File: src/rtl/dt_peak_scan.sv
// Raster read pass over the distance map: reports the peak value, the first location of that peak,
// and the foreground (non-zero) pixel count. Define DT_SCAN_SUM_EN to add the dist_sum accumulator.
module dt_peak_scan #(
    parameter int DIM_LOG2 = 7
) (
    input  logic                    clk,
    input  logic                    reset,
    input  logic                    start,
    output logic                    busy,
    output logic                    res_rd,
    output logic [2*DIM_LOG2-1:0]   res_addr,
    input  logic [7:0]              res_di,
    output logic                    done,
    output logic [7:0]              max_val,
    output logic [DIM_LOG2-1:0]     max_x,
    output logic [DIM_LOG2-1:0]     max_y,
    output logic [2*DIM_LOG2:0]     nz_cnt,
`ifdef DT_SCAN_SUM_EN
    output logic [2*DIM_LOG2+7:0]   dist_sum,
`endif
    output logic [1:0]              dbg_state
);

    // Handshake: start is a one-cycle pulse taken only in IDLE. done is a one-cycle pulse,
    // and the results stay stable from done until the next accepted start. There is no
    // backpressure: res_di must be valid in every cycle that res_rd is high.
    typedef enum logic [1:0] {
        ST_IDLE = 2'd0,
        ST_SCAN = 2'd1,
        ST_FIN  = 2'd2
    } state_t;

    state_t state_q, state_d;

    assign dbg_state = state_q;

    always_ff @(posedge clk) begin
        if (reset) begin
            state_q <= ST_IDLE;
        end else begin
            state_q <= state_d;
        end
    end

    always_comb begin
        state_d = state_q;
        busy    = 1'b0;
        res_rd  = 1'b0;
        done    = 1'b0;
        case (state_q)
            ST_IDLE: begin
                if (start) state_d = ST_SCAN;
            end
            ST_SCAN: begin
                busy   = 1'b1;
                res_rd = 1'b1;
                if (res_addr == '1) state_d = ST_FIN;
            end
            ST_FIN: begin
                busy    = 1'b1;
                done    = 1'b1;
                state_d = ST_IDLE;
            end
            default: state_d = ST_IDLE;
        endcase
    end

    // The strict compare keeps the lowest raster address on ties.
    always_ff @(posedge clk) begin
        if (reset) begin
            res_addr <= '0;
            max_val  <= '0;
            max_x    <= '0;
            max_y    <= '0;
            nz_cnt   <= '0;
`ifdef DT_SCAN_SUM_EN
            dist_sum <= '0;
`endif
        end else begin
            case (state_q)
                ST_IDLE: begin
                    res_addr <= '0;
                    if (start) begin
                        max_val  <= '0;
                        max_x    <= '0;
                        max_y    <= '0;
                        nz_cnt   <= '0;
`ifdef DT_SCAN_SUM_EN
                        dist_sum <= '0;
`endif
                    end
                end
                ST_SCAN: begin
                    // The final increment wraps the address back to zero for the next pass.
                    res_addr <= res_addr + (2*DIM_LOG2)'(1);
                    if (res_di > max_val) begin
                        max_val        <= res_di;
                        {max_y, max_x} <= res_addr;
                    end
                    if (res_di != 8'd0) begin
                        nz_cnt <= nz_cnt + (2*DIM_LOG2+1)'(1);
                    end
`ifdef DT_SCAN_SUM_EN
                    dist_sum <= dist_sum + (2*DIM_LOG2+8)'(res_di);
`endif
                end
                default: begin
                    res_addr <= '0;
                end
            endcase
        end
    end

endmodule

File: config.mk
export PLATFORM = sky130hd
export DESIGN_NAME = dt_peak_scan
export DESIGN_NICKNAME = d
export VERILOG_FILES = /design/src/rtl/dt_peak_scan.sv
export SDC_FILE = /design/constraint.sdc
export NUM_CORES = 1
export LEC_CHECK = 0
export BUFFER_PORTS_ARGS = -buffer_cell sky130_fd_sc_hd__buf_2
export CAP_MARGIN = 40
export CELL_PAD_IN_SITES_DETAIL_PLACEMENT = 1
export CELL_PAD_IN_SITES_GLOBAL_PLACEMENT = 2
export CORE_MARGIN = 8
export CORE_UTILIZATION = 31
export CTS_CLUSTER_SIZE = 25
export DETAILED_ROUTE_END_ITERATION = 10
export GPL_ROUTABILITY_DRIVEN = 0
export PLACE_DENSITY_LB_ADDON = 0.1
export SLEW_MARGIN = 20
export SYNTH_ARGS = -nofsm -noshare
export SYNTH_HDL_FRONTEND = slang
export SYNTH_SLANG_ARGS = --single-unit
File: constraint.sdc
create_clock -name clk -period 2.2 [get_ports clk]
set_clock_uncertainty 0.2 [all_clocks]
set_input_delay 0.33 -clock clk [delete_from_list [all_inputs] [get_ports clk]]
set_output_delay 0.33 -clock clk [all_outputs]
set_load 0.01 [all_outputs]
; ---- Word level (Yosys, flattened, before mapping)
; Index checks and enable logic that the tools add are counted.
[totals]
ff_bits = 53
in_bits = 11
word_cells = 42
[op_classes]
addsub = 2
magnitude_cmp = 1
n_eq_ne = 7
mux = 17
n_bitwise = 1
n_reduce_logical = 8
[op_table]
columns = op, n
row1 = $mux W15, 2
row2 = $pmux W15 S2, 1
row3 = $pmux W7 S2, 2
row4 = $mux W7, 3
row5 = $mux W8, 2
row6 = $pmux W8 S2, 1
row7 = $add A15 B1 Y15 const B, 1
row8 = $add A14 B1 Y14 const B, 1
row9 = $eq A14 B14 Y1 const B, 1
row10 = $gt A8 B8 Y1, 1
row11 = $ne A2 B2 Y1 const B, 4
row12 = $reduce_bool A8 Y1, 1
row13 = $reduce_and A3 Y1, 2
row14 = $mux W2, 2
row15 = $pmux W2 S2, 1
row16 = $reduce_or A2 Y1, 2
row17 = $mux W1, 3
row18 = $eq A2 B1 Y1 const B, 1
row19 = $eq A2 B2 Y1 const B, 1
row20 = $logic_not A2 Y1, 1
row21 = $reduce_and A2 Y1, 1
row22 = $reduce_bool A2 Y1, 1
row23 = $not A1 Y1, 1

; ---- Longest topological paths before layout
[logic_depth]
ltp_word = 3
mapped_depth = 9
mapped_depth_nobuf = 7

; ---- Worst setup path before layout
; No wires, ideal clock.
[synth_timing]
path_kind = reg-to-reg
startpoint = reg max_val[1]
endpoint = reg max_val[0]
setup_ps = 72
arrival_time_ps = 1698
setup_slack_ps = 230
stages_incl_launch_ff = 9
path_cell_list = dfxtp_1 > inv_1 > ha_1 > nor2b_1 > o21bai_1 > a21oi_1 > o31ai_4 > buf_8 > mux2i_1
[synth_via]
elab_chain_len = 3
[synth_rtl]
columns = element, line
row1 = start: declaration, 14  ; output logic [7:0] max_val,
row2 = start signal: assignment, 97  ; max_val <= res_di;
row3 = $gt A8 B8 Y1, 96  ; if (res_di > max_val) begin
row4 = $ne A2 B2 Y1 (no source line), --
row5 = $reduce_and A3 Y1 (no source line), --
; No other way between the ends.
; A chain may end at the register's enable or synchronous reset.

; ---- Worst setup path in the final report
[layout_timing]
startpoint = reg max_val[1]
endpoint = reg max_y[0]
[layout_via]
elab_chain_len = 3
[layout_rtl]
columns = element, line
row1 = $gt A8 B8 Y1, 96
row2 = $ne A2 B2 Y1 (no source line), --
row3 = $reduce_and A3 Y1 (no source line), --
row4 = end signal: assignment, 98  ; {max_y, max_x} <= res_addr;
row5 = end: declaration, 16  ; output logic [DIM_LOG2-1:0] max_y,
; No other way between the ends.

==> metrics.txt <==
status finished, final reports clean; Reg power frac 0.491; first-pass detailed-route iteration total 4; endpoints failing hold 0; Post-Synth Simple-Gate Area 0.270; post-synthesis mux area share 0.100; endpoints failing setup 0; Via density between 4 and 5; syn_area_per_cell 9.14 um^2; syn nets roughly 310; register area share after synthesis 0.409; met3 Usage GRT 0.0257; Root Driver clkbuf_8; grt peak-use layer met2; max_slew headroom 0.636; final core occ 0.390; Tot GR Track Use 0.128; layout cells sized above 1 0.248; Post-CTS Setup Bufs 0; Worst-path clk slew approximately 0.10 ns; Final HPWL DP 5380 um; critical path's slowest cell dfxtp_1; crit-path max FO 16; Nets between 300 and 400; CP endpoint kind register; leakage approximately 0.0014 uW; Worst Path Required between 2 and 2.5 ns; vias in the first global route about 2.3k; Internal around 1500 uW; largest family of logic cells by synthesized area simple AND/OR/NAND/NOR gates; period utilization 0.921; Adder-Cell Fraction of Synth Area 0.0675; H-tree levels 2; wire per inst about 15 um; initial core utilization 0.318; delay-heaviest family, CP compound AO/OA/AOI/OAI gates; CP Class register to register; first-pass GRT wire length around 12,000 um; n_diodes 0; grt ovf 0; DR vias about 2.1k; initial antenna violation count 0; combinational share of power 0.173; Filler cells 986; peak per-stage delay on the critical path about 0.36 ns; Worst VDD drop roughly 0.23 mV; synthesis-to-finish area growth 22.8%; clk buf depth 2; Mapped Cells 284; P per Cell Area between 600 and 700 nW/um^2; design area 3190 um^2; Max Clock Freq 0.494 GHz; met1 Use GR 0.158; Hold Crit Start res_di[4]; Port Buf Inserts between 60 and 70; standard-cell rows 33; Arrival @ worst endpoint between 2 and 2.5 ns; dpl cell area 3080 um^2; CTS tree built; die area 11,600 um^2; Sink Count between 50 and 60; Worst Hold End max_val[4]; core area approximately 8200 um^2; Net Switching between 500 and 600 uW; worst-skew pair later-pin latency a little over 0.3 ns; die width ~110 um; Synth Area in Compound Gates 0.0299; Top Ports 67; Worst Reg-to-Reg Cells 8; final worst path period need ~2.0 ns; post-synthesis cell type count 29; DRT iter0 DRCs 38; hold slack 0.0804 ns; Die Y around 110 um; Synth Area in XOR/XNOR 0.0810; Hold Path Class primary input to register; Routed WL 7090 um; max-slew violations 0; CTS buffer count 5; Synth Register Bits 53; post-route setup slack ~0.17 ns; maxcap violations 0; yosys warns 0; Remaining DRCs 0; Routed Antenna Nets 0; r2r startpoint max_val[1]; Least-Margin Pin Slew ~0.55 ns; largest net degree at the start of global routing 21; Final TNS setup 0 ns; Worst setup SP type register; pre-CTS worst setup slack 0.0867 ns; reg2reg setup slack 0.17 ns; worst-path cell chain inv_1 > ha_1 > nor2b_1 > o21bai_1 > a21oi_1 > o31ai_4 > buf_12 > mux2i_1; Hold Crit Depth 3; routing usage on met2 0.216; sw frac 0.274; FF-to-FF End max_y[0]; synthesized cell area approximately 2600 um^2; CP Buf/Inv Count 2; unrepaired setup endpoints after global routing no; clock network fraction of total power 0.336
==> logic make-up (layout without fill, tap and decap cells) <==
| logic type | after synthesis | count (layout) |
|---|---|---|
| buffers and inverters | 21 | 92 |
| AO/OA/AOI/OAI | 11 | 11 |
| AND/OR/NAND/NOR | 135 | 135 |
| flip-flops | 53 | 53 |
| multiplexers | 26 | 26 |
| XOR/XNOR | 24 | 24 |
| adder cells (fa/ha/maj) | 14 | 14 |
==> how the worst max path moves through the flow <==
stage,cells past startpoint,startpoint,slack (ns),to
after floorplan,8,max_val[1],0.23,max_val[0]
after global placement,8,res_di[1],0.12,max_val[3]
after detailed placement,8,res_di[1],0.09,max_val[6]
after CTS,8,max_val[1],0.14,max_y[0]
after global routing,8,dbg_state[1],0.0002,nz_cnt[7]
final,8,max_val[1],0.17,max_y[0]
==> sequential cells by signal, summed over array words and instances, names as in the netlist <==
name / flops
nz_cnt: 15
res_addr: 14
max_y: 7
dbg_state: 2
max_val: 8
max_x: 7
==> repair_timing <==
item | in CTS | in global routing
setup endpoints to repair | 0 | 9
resized for setup | 0 | 1
hold buffers | 0 | 0
==> synth_stat cells, drive strengths merged <==
cell / n / area, um^2
xnor2: 3 / 26.3
nand4: 10 / 62.6
xor2: 21 / 184
nand2b: 25 / 156
ha: 14 / 175
and3: 6 / 37.5
o31ai: 1 / 21.3
a31oi: 1 / 6.26
nor3: 3 / 20.0
nor3b: 2 / 15.0
a21oi: 7 / 35.0
nand3: 11 / 55.1
nand2: 33 / 124
and2: 3 / 18.8
nand3b: 1 / 11.3
clkbuf: 4 / 15.0
nor2: 30 / 113
inv: 10 / 37.5
nor2b: 5 / 31.3
o21bai: 2 / 15.0
dfxtp: 53 / 1060
buf: 7 / 58.8
mux2i: 26 / 260
and4: 5 / 43.8
nor4: 1 / 12.5
==> per-stage QoR <==
stage	instances	total power (uW)
5_1_grt	460	2130
3_5_place_dp	453	1370
2_1_floorplan	284	1260
4_1_cts	460	2070
3_3_place_gp	452	1360
6_report	460	2020
==> metal layers <==
metal,up-vias,part of all wire
li1,1080,-
met1,1010,0.46
met2,35,0.48
met3,9,0.043
met4,0,0.013
met5,-,0
==> cell usage in the layout, fill, tap and decap left out, types with 2 or more instances in the layout <==
cell type and instances:
buf_2 66, dfxtp_1 53, nand2_1 33, nor2_1 30
mux2i_1 26, nand2b_1 25, xor2_1 21, ha_1 13
nand3_1 11, inv_1 10, nand4_1 10, a21oi_1 7
buf_4 7, and3_1 6, and4_1 5, clkbuf_8 5
nor2b_1 4, and2_1 3, xnor2_1 3, o21bai_1 2
nor3_1 2, nor3b_1 2, buf_12 2
==> cell type report <==
class / instances / area, um^2 / area share
inverters: 10 / 37.5 / 0.0118
clock inverters: 2 / 38.8 / 0.0122
well taps: 105 / 131 / 0.0412
clock buffers: 5 / 68.8 / 0.0216
multi-input cells: 210 / 1430 / 0.448
flip-flops and latches: 53 / 1060 / 0.333
repair buffers: 75 / 423 / 0.133
==> tightest hold or removal path, cell delays in order <==
cell     delay, ns
buf_2         0.12
nand2_1       0.05
mux2i_1       0.05
==> power groups by stage <==
stage | sequential (uW) | clock [uW] | combinational [uW]
after floorplan | 1020 | 0 | 236
after global placement | 1010 | 0 | 351
after detailed placement | 1010 | 0 | 356
after CTS | 992 | 719 | 359
after global routing | 995 | 747 | 388
final | 991 | 678 | 348
Power figures use the tool's default switching activity.
